**config.mk**
```make
export PLATFORM = sky130hd
export DESIGN_NAME = keypad_scanner
export DESIGN_NICKNAME = d
export VERILOG_FILES = /design/src/rtl/keypad_pkg.sv /design/src/rtl/sync2.sv /design/src/rtl/keypad_scanner.sv
export SDC_FILE = /design/constraint.sdc
export NUM_CORES = 1
export LEC_CHECK = 0
export CELL_PAD_IN_SITES_DETAIL_PLACEMENT = 0
export CELL_PAD_IN_SITES_GLOBAL_PLACEMENT = 1
export CORE_MARGIN = 5
export CORE_UTILIZATION = 35
export DETAILED_ROUTE_END_ITERATION = 10
export HOLD_SLACK_MARGIN = 0.03
export MAX_ROUTING_LAYER = met4
export PLACE_DENSITY = 0.71
export SYNTH_ARGS = -nofsm -noshare
export SYNTH_HDL_FRONTEND = slang
export SYNTH_SLANG_ARGS = --single-unit
```
**constraint.sdc**
```tcl
create_clock -name clk -period 19.4 [get_ports clk]
set_input_delay 3.88 -clock clk [delete_from_list [all_inputs] [get_ports clk]]
set_output_delay 3.88 -clock clk [all_outputs]
set_load 0.01 [all_outputs]
```
**src/rtl/keypad_pkg.sv**
```systemverilog
// Shared definitions for the front-panel keypad: matrix geometry, key positions
// and the digit codes the encoder side also uses.
package keypad_pkg;

    localparam int ROWS     = 4;
    localparam int COLS     = 3;
    localparam int KEYS     = ROWS * COLS;
    localparam int KEY_STAR = 9;
    localparam int KEY_HASH = 11;

    localparam logic [3:0] CODE_STAR = 4'd10;
    localparam logic [3:0] CODE_HASH = 4'd11;
    localparam logic [3:0] CODE_NONE = 4'd15;

    // One bit per matrix position, index row*COLS + col, 1 = key closed.
    typedef logic [KEYS-1:0] key_map_t;

    function automatic logic [3:0] key_to_digit(input int unsigned idx);
        logic [3:0] code;
        case (idx)
            0, 1, 2, 3, 4, 5, 6, 7, 8: code = 4'(idx + 1);
            9:                         code = CODE_STAR;
            10:                        code = 4'd0;
            11:                        code = CODE_HASH;
            default:                   code = CODE_NONE;
        endcase
        return code;
    endfunction

    function automatic int unsigned key_count(input key_map_t keys);
        int unsigned n;
        n = 0;
        for (int i = 0; i < KEYS; i++) begin
            n = n + 32'(keys[i]);
        end
        return n;
    endfunction

endpackage

```
**src/rtl/sync2.sv**
```systemverilog
// Two-flop synchronizer for asynchronous level inputs; resets to all ones so
// pulled-up lines read as idle.
module sync2 #(
    parameter int WIDTH = 1
) (
    input  logic             clk,
    input  logic             resetn,
    input  logic [WIDTH-1:0] d,
    output logic [WIDTH-1:0] q
);

    logic [WIDTH-1:0] meta;

    // NOTE: sequential state uses non-blocking assignment so both flops sample
    // their inputs from the same edge; blocking here would collapse the chain.
    always_ff @(posedge clk or negedge resetn) begin
        if (!resetn) begin
            meta <= '1;
            q    <= '1;
        end else begin
            meta <= d;
            q    <= meta;
        end
    end

endmodule

```
**src/rtl/keypad_scanner.sv**
```systemverilog
// Scans the 4x3 front-panel matrix column by column, debounces whole scans and
// drives level-coded digit, start and clear outputs plus a press strobe.
module keypad_scanner
    import keypad_pkg::*;
#(
    parameter int SCAN_DIV       = 16,
    parameter int DEBOUNCE_SCANS = 4
) (
    input  logic            clk,
    input  logic            resetn,
    input  logic [ROWS-1:0] row_n,
    output logic [COLS-1:0] col_n,
    output logic [9:0]      keypad,
    output logic            startn,
    output logic            clearn,
    output logic            press_strobe
);

    localparam int DW = (SCAN_DIV > 1) ? $clog2(SCAN_DIV) : 1;
    localparam int SW = $clog2(DEBOUNCE_SCANS + 1);
    localparam logic [DW-1:0] DWELL_LAST = DW'(SCAN_DIV - 1);
    localparam logic [SW-1:0] STABLE_MAX = SW'(DEBOUNCE_SCANS);

    logic [ROWS-1:0] row_sync;
    logic [DW-1:0]   dwell;
    logic [1:0]      col;
    logic [1:0]      col_next;
    key_map_t        snapshot;
    key_map_t        snap_next;
    key_map_t        candidate;
    key_map_t        committed;
    key_map_t        commit_value;
    logic [SW-1:0]   stable;
    logic [SW-1:0]   stable_next;
    logic            commit_pulse;
    logic            sample;
    logic            scan_end;
    logic            commit;
    logic [9:0]      keypad_next;

    sync2 #(.WIDTH(ROWS)) u_row_sync (
        .clk    (clk),
        .resetn (resetn),
        .d      (row_n),
        .q      (row_sync)
    );

    assign sample   = (dwell == DWELL_LAST);
    assign scan_end = sample && (col == 2'd2);
    assign col_next = (col == 2'd2) ? 2'd0 : col + 2'd1;

    // NOTE: every always_comb output gets a default first, so no path leaves a
    // signal unassigned and no latch is inferred.
    always_comb begin
        snap_next = snapshot;
        for (int r = 0; r < ROWS; r++) begin
            snap_next[r * COLS + int'(col)] = ~row_sync[r];
        end

        stable_next = stable;
        if (snap_next != candidate) begin
            stable_next = SW'(1);
        end else if (stable < STABLE_MAX) begin
            stable_next = stable + SW'(1);
        end

        // Two or more closed keys cannot be told apart from ghosting: release all.
        commit_value = (key_count(snap_next) > 1) ? '0 : snap_next;
        commit       = scan_end && (stable_next == STABLE_MAX);

        keypad_next = '0;
        for (int i = 0; i < KEYS; i++) begin
            for (int d = 0; d < 10; d++) begin
                if (committed[i] && key_to_digit(i) == 4'(d)) begin
                    keypad_next[d] = 1'b1;
                end
            end
        end
    end

    // NOTE: the scan buffers are reset along with the control state so a reset
    // mid-debounce can never leave a stale partial scan to be committed.
    always_ff @(posedge clk or negedge resetn) begin
        if (!resetn) begin
            dwell        <= '0;
            col          <= 2'd0;
            col_n        <= 3'b110;
            snapshot     <= '0;
            candidate    <= '0;
            stable       <= '0;
            committed    <= '0;
            commit_pulse <= 1'b0;
            keypad       <= '0;
            startn       <= 1'b1;
            clearn       <= 1'b1;
            press_strobe <= 1'b0;
        end else begin
            commit_pulse <= 1'b0;

            if (sample) begin
                dwell    <= '0;
                col      <= col_next;
                col_n    <= ~(3'b001 << col_next);
                snapshot <= snap_next;
            end else begin
                dwell <= dwell + DW'(1);
            end

            if (scan_end) begin
                candidate <= snap_next;
                stable    <= stable_next;
                if (commit) begin
                    committed    <= commit_value;
                    commit_pulse <= (commit_value != committed) &&
                                    (key_count(commit_value) == 1);
                end
            end

            keypad       <= keypad_next;
            startn       <= ~committed[KEY_HASH];
            clearn       <= ~committed[KEY_STAR];
            press_strobe <= commit_pulse;
        end
    end

endmodule

```
==> flow_metrics.py, run 1 <==
metrics = {
    "logic_synthesis": {
        "synth_compound_area_share_pct": 14.0,
        "synth_edf_count": 0,
        "syn_area_um2": 4080,
        "ys_ff_latch": 70,
        "synthArstFlopShare_pct": 100,
        "yosys.area_share.simple_pct": 16.2,
        "synth_xor_area_share_pct": 4.08,
        "muxShareOfSynthArea_pct": 3.25,
        "yosysSeqAreaShare_pct": 43.3,
        "synthDistinctLibCells": 57,
        "ys_warn_count": 0,
        "syn_avg_cell_area_um2": 10.4,
        "synth_top_family_by_area": "simple AND/OR/NAND/NOR gates",
        "synthesis.nets": 431,
        "syn_inst": 391,
        "synthAdderAreaFrac_pct": 13.0,
        "postSynth.topFlopCell": "dfrtp_1",
    },
    "clock_network": {
        "clk_latency_ns": 0.33,
        "post_cts_buffers": 0,
        "cts_htree_levels": 3,
        "clk_pin_slew_ns": 0.05,
        "cts.sinks": 70,
        "ctsResizeCount": 0,
        "clock_tree.buffer_depth": 2,
        "clockRootBuffer": "clkbuf_16",
        "postCtsHoldBufs": 0,
        "cts_inserted_buffers": 9,
        "cts_tree": "done",
    },
    "power": {
        "p_leak_nw": 2.13,
        "p_per_area_nw_per_um2": 104,
        "ir_drop_mv": 0.0459,
        "p_total_mw": 0.490,
    },
    "global_route": {
        "grt_start_max_net_pins": 71,
        "grt_pass1_wl_um": 14200,
        "gr-total-overflow": 0,
        "grt_usage_pct": 12.9,
        "first_global_vias": 2768,
        "antenna_found_initial": 0,
    },
    "setup_path": {
        "critPathSlowestCell": "dfrtp_1",
        "worst_path_most_repeated_cell": "fa_1",
        "critPathMaxStageDelay_ns": 0.56,
        "regToRegSetupSlack_ns": 10.78,
        "start_kind": "flop",
        "worstReg2RegStart": "col[0]",
        "worstSetupPathType": "reg2reg",
        "r2r_cells": 28,
        "worstPathArrival_ns": 8.84,
        "worstSetupStartpoint": "col[0]",
        "worstReg2RegEnd": "commit_pulse",
        "critPathMaxFanout": 14,
        "cp-end-kind": "flop",
        "cp.required_ns": 19.62,
    },
    "routing": {
        "first_pass_iters": 5,
        "avgViaCountPerCell": 5.03,
        "wl_per_cell_um": 14.8,
        "vias": 2804,
        "postRouteAntennaNets": 0,
        "drt-initial-drc-count": 138,
        "wirelength_um": 8280,
        "post-route-drc-count": 0,
    },
    "finish": {
        "n_fill_cell": 1134,
        "final_common_cell": "dfrtp_1",
        "final_cell_mix": "dfrtp_1, nand2_1, inv_1",
        "final_layout_size_suffix_gt1_share_pct": 12.3,
        "area_growth_pct": 15.2,
        "nets": 450,
        "antenna_cells": 0,
    },
    "sta": {
        "tightest_slew_ns": 1.00,
        "setup_viol": 0,
        "maxSlewHeadroom_pct": 33.0,
        "clock.fmax_ghz": 0.116,
        "finalHoldViolCount": 0,
        "drv_slew": 0,
        "rsz0062_at_grt": "no",
        "period_needed_ns": 8.62,
        "period_share_pct": 44.4,
        "fin_skew_ns": 0.00500,
        "setup_tns_ns": 0,
    },
    "floorplan": {
        "rows": 39,
        "die-area_um2": 13900,
        "chipHeight_um": 118,
        "start_util_pct": 35.7,
        "ioPinCount": 22,
        "core_area_um2": 11400,
        "die_x_um": 118,
    },
    "place": {
        "dp_hpwl_um": 5990,
        "port_buffers": 21,
        "routabilityCongestion": 0.832,
    },
    "flow_run": {
        "drv_cap": 0,
    },
    "outcome": {
        "status": "finished clean",
    },
    "min_path": {
        "hold_path.class": "reg2reg",
        "whs_endpoint": "press_strobe",
        "hp-start": "commit_pulse",
        "whs_path_depth": 0,
    },
}
==> critical path, delay by kind of cell (launching register included) <==
kind                     cells  cell delay (ns)
buffers and inverters        7             0.83
adder cells (fa/ha/maj)     12             5.11
AND/OR/NAND/NOR              6             1.36
AO/OA/AOI/OAI                3             0.66
flip-flops                   1             0.56
==> report_power, final <==
group          internal [mW]  switching, mW
clock network          0.116         0.0592
logic                 0.0671         0.0949
registers              0.150        0.00268
total                  0.333          0.157
==> layout make-up <==
type,instances,area (um^2),share of cell area (%)
Multi-Input combinational cell,266,2060,43.9
Sequential cell,70,1770,37.6
Clock buffer,12,246,5.25
Timing Repair Buffer,24,228,4.85
Tap cell,143,179,3.81
Inverter,39,146,3.12
Clock inverter,4,70.1,1.49
==> flip-flops by register name (all words and copies together) (netlist names), 2 cells and up <==
signal	count
stable	3
keypad	10
candidate	12
u_row_sync.q	4
col_n	3
snapshot	12
u_row_sync.meta	4
committed	12
col	2
dwell	4
==> routing by layer <==
layer	up-vias	GRT usage [%]	wire length [um]
li1	1361	-	-
met1	1383	18.1	4040
met2	52	18.2	3790
met3	8	2.59	307
met4	0	5.16	146
met5	-	-	0
==> per-stage QoR <==
step | area (um^2) | cells | hold slack (ns) | setup slack (ns) | utilization (%)
after floorplan | 4080 | 391 | 0.331 | 11.44 | -
after global placement | 4380 | 542 | 0.331 | 11.12 | 38.4
after CTS | 4700 | 558 | 0.349 | 10.75 | 41.1
after global routing | 4700 | 558 | 0.356 | 10.15 | 41.1
final | 4700 | 558 | 0.346 | 10.78 | 41.1
after detailed placement | 4380 | 542 | 0.337 | 10.80 | 38.4
==> cells by family (layout without fill, tap and decap cells) <==
family | Yosys count | after routing
AOI/OAI and AO/OA | 78 | 78
xor gates and xnor gates | 19 | 19
adders and majority gates | 34 | 34
buffers and inverters | 55 | 79
DFF | 70 | 70
muxes | 12 | 12
and+or+nand+nor | 123 | 123
==> worst max path at each step <==
| stage | to |
|---|---|
| finish | commit_pulse |
| global route | commit_pulse |
| CTS | commit_pulse |
| detailed placement | commit_pulse |
| global placement | commit_pulse |
| floorplan | commit_pulse |
==> Yosys cell counts, types with 6 or more instances <==
| cell type | n | area (um^2) |
|---|---|---|
| dfrtp_1 | 58 | 1450 |
| nand2_1 | 48 | 180 |
| inv_1 | 39 | 146 |
| o21ai_0 | 31 | 155 |
| ha_1 | 20 | 250 |
| xnor2_1 | 16 | 140 |
| a21oi_1 | 15 | 75.1 |
| fa_1 | 14 | 280 |
| nand2b_1 | 14 | 87.6 |
| dfstp_2 | 12 | 315 |
| nor2_1 | 9 | 33.8 |
| nor2b_1 | 9 | 56.3 |
| clkbuf_1 | 8 | 30.0 |
| mux2i_1 | 8 | 80.1 |
| nand3_1 | 7 | 35.0 |
| nor3_1 | 7 | 35.0 |
| and3_1 | 6 | 37.5 |
No activity file was read; power rests on OpenSTA's default activity.
==> run 2, diff against run 1 <==
clock period = 8.1 ns   (was 19.4 ns; I/O delays follow)
==> run 2 against run 1 <==
Compared with the run above: die area is the same; worst setup slack got worse by 10 ns; via count decreased by 0.71%; clock power is 140% higher; critical path depth decreased by 2; power grew 150%.
==> flow_metrics.py, run 2 (same netlist as run 1, synthesis figures left out) <==
metrics = {
    "floorplan": {
        "chipHeight_um": 118,
        "ioPinCount": 22,
        "core_area_um2": 11400,
        "die-area_um2": 13900,
        "start_util_pct": 35.7,
        "rows": 39,
        "die_x_um": 118,
    },
    "clock_network": {
        "clock_tree.buffer_depth": 2,
        "clockRootBuffer": "clkbuf_16",
        "cts.sinks": 70,
        "clk_pin_slew_ns": 0.06,
        "cts_htree_levels": 3,
        "cts_tree": "done",
        "postCtsHoldBufs": 0,
        "cts_inserted_buffers": 9,
        "clk_latency_ns": 0.33,
    },
    "sta": {
        "rsz0062_at_grt": "no",
        "tightest_slew_ns": 0.912,
        "drv_slew": 0,
        "maxSlewHeadroom_pct": 39.0,
        "finalHoldViolCount": 0,
        "fin_skew_ns": 0.00699,
        "setup_viol": 0,
        "period_share_pct": 95.4,
        "clock.fmax_ghz": 0.129,
        "period_needed_ns": 7.73,
        "setup_tns_ns": 0,
        "setup_slack_ns": 0.372,
        "whs_ns": 0.348,
    },
    "routing": {
        "drt-initial-drc-count": 103,
        "first_pass_iters": 4,
        "vias": 2784,
        "post-route-drc-count": 0,
        "postRouteAntennaNets": 0,
        "avgViaCountPerCell": 4.88,
        "wl_per_cell_um": 15.0,
        "wirelength_um": 8560,
    },
    "global_route": {
        "gr-total-overflow": 0,
        "antenna_found_initial": 0,
        "grt_pass1_wl_um": 14700,
        "first_global_vias": 2909,
        "grt_usage_pct": 13.6,
        "grt_start_max_net_pins": 71,
    },
    "setup_path": {
        "cp.required_ns": 8.33,
        "start_kind": "flop",
        "cp-end-kind": "flop",
        "critPathMaxFanout": 13,
        "worstSetupPathType": "reg2reg",
        "worstPathArrival_ns": 7.96,
    },
    "finish": {
        "final_layout_size_suffix_gt1_share_pct": 17.5,
        "reg.largest.list": "candidate: 12 flops, committed: 12 flops, snapshot: 12 flops",
        "multi_input_area_um2": 2100,
        "nets": 463,
        "finish.utilization_pct": 42.4,
        "area_growth_pct": 18.7,
        "antenna_cells": 0,
        "design_area_um2": 4840,
        "final_common_cell": "dfrtp_1",
        "seqCellArea_um2": 1770,
        "n_fill_cell": 1102,
        "fin_cells": 571,
        "final_cell_mix": "dfrtp_1, nand2_1, inv_1",
    },
    "place": {
        "pre_cts_slack_ns": 0.159,
        "dp_hpwl_um": 6390,
        "place_area_um2": 4460,
        "port_buffers": 21,
        "dp.cells": 553,
        "routabilityCongestion": 0.833,
    },
    "power": {
        "p_total_mw": 1.22,
        "ir_drop_mv": 0.131,
        "p_per_area_nw_per_um2": 252,
        "p_leak_nw": 2.19,
    },
    "min_path": {
        "hold_path.class": "reg2reg",
    },
    "flow_run": {
        "drv_cap": 0,
    },
    "outcome": {
        "status": "finished clean",
    },
}
## run 2: worst paths after layout
check	start	end	slack (ns)	depth (start not counted)
setup / recovery	col[1]	commit_pulse	0.37	26
hold / removal	commit_pulse	press_strobe	0.35	0
setup reg to reg	col[1]	commit_pulse	0.37	26
hold reg to reg	commit_pulse	press_strobe	0.35	0
max in group asynchronous	resetn	col[1]	6.02	2
min in group asynchronous	resetn	candidate[4]	1.49	2
## run 2: routing by layer
metal	part of all wire [%]	track usage, %	vias to the layer above	routed length [um]
met2	48	21.4	31	4100
met4	1.4	4.30	0	123
met1	48	17.4	1364	4110
met5	0	-	-	0
li1	-	-	1380	-
met3	2.6	2.98	9	226
## run 2: where the power goes
group	total (mW)	internal [mW]	switching, mW
clock	0.423	0.277	0.147
combinational	0.429	0.184	0.245
sequential	0.367	0.360	0.00668
total	1.22	0.821	0.398
## run 2: worst max-delay path, stage by stage, from the launching register on
cell and delay, ns:
dfrtp_2 0.48, inv_1 0.19, ha_2 0.30, nor4b_1 0.09
a311oi_2 0.30, inv_1 0.12, fa_1 0.49, fa_1 0.50
inv_1 0.05, fa_1 0.47, inv_1 0.05, fa_1 0.43
ha_1 0.22, fa_1 0.51, nor3_2 0.18, a31oi_2 0.16
nor2_2 0.19, inv_1 0.08, fa_1 0.47, fa_1 0.38
inv_1 0.12, fa_1 0.44, ha_1 0.35, fa_1 0.47
nor4b_1 0.27, nand2_1 0.10, a311oi_1 0.24
## run 2: repair_timing
action,4_1_cts,5_1_grt
resized for setup,0,10
endpoints found under the setup margin,0,1
setup buffers,0,2
## run 2: area by class of cell
type | count | share of cell area [%]
clock buffers | 10 | 4.94
inverters | 39 | 3.03
clock inverters | 6 | 1.76
repair buffers | 37 | 6.72
multi-input cells | 266 | 43.3
flip-flops and latches | 70 | 36.5
well taps | 143 | 3.70
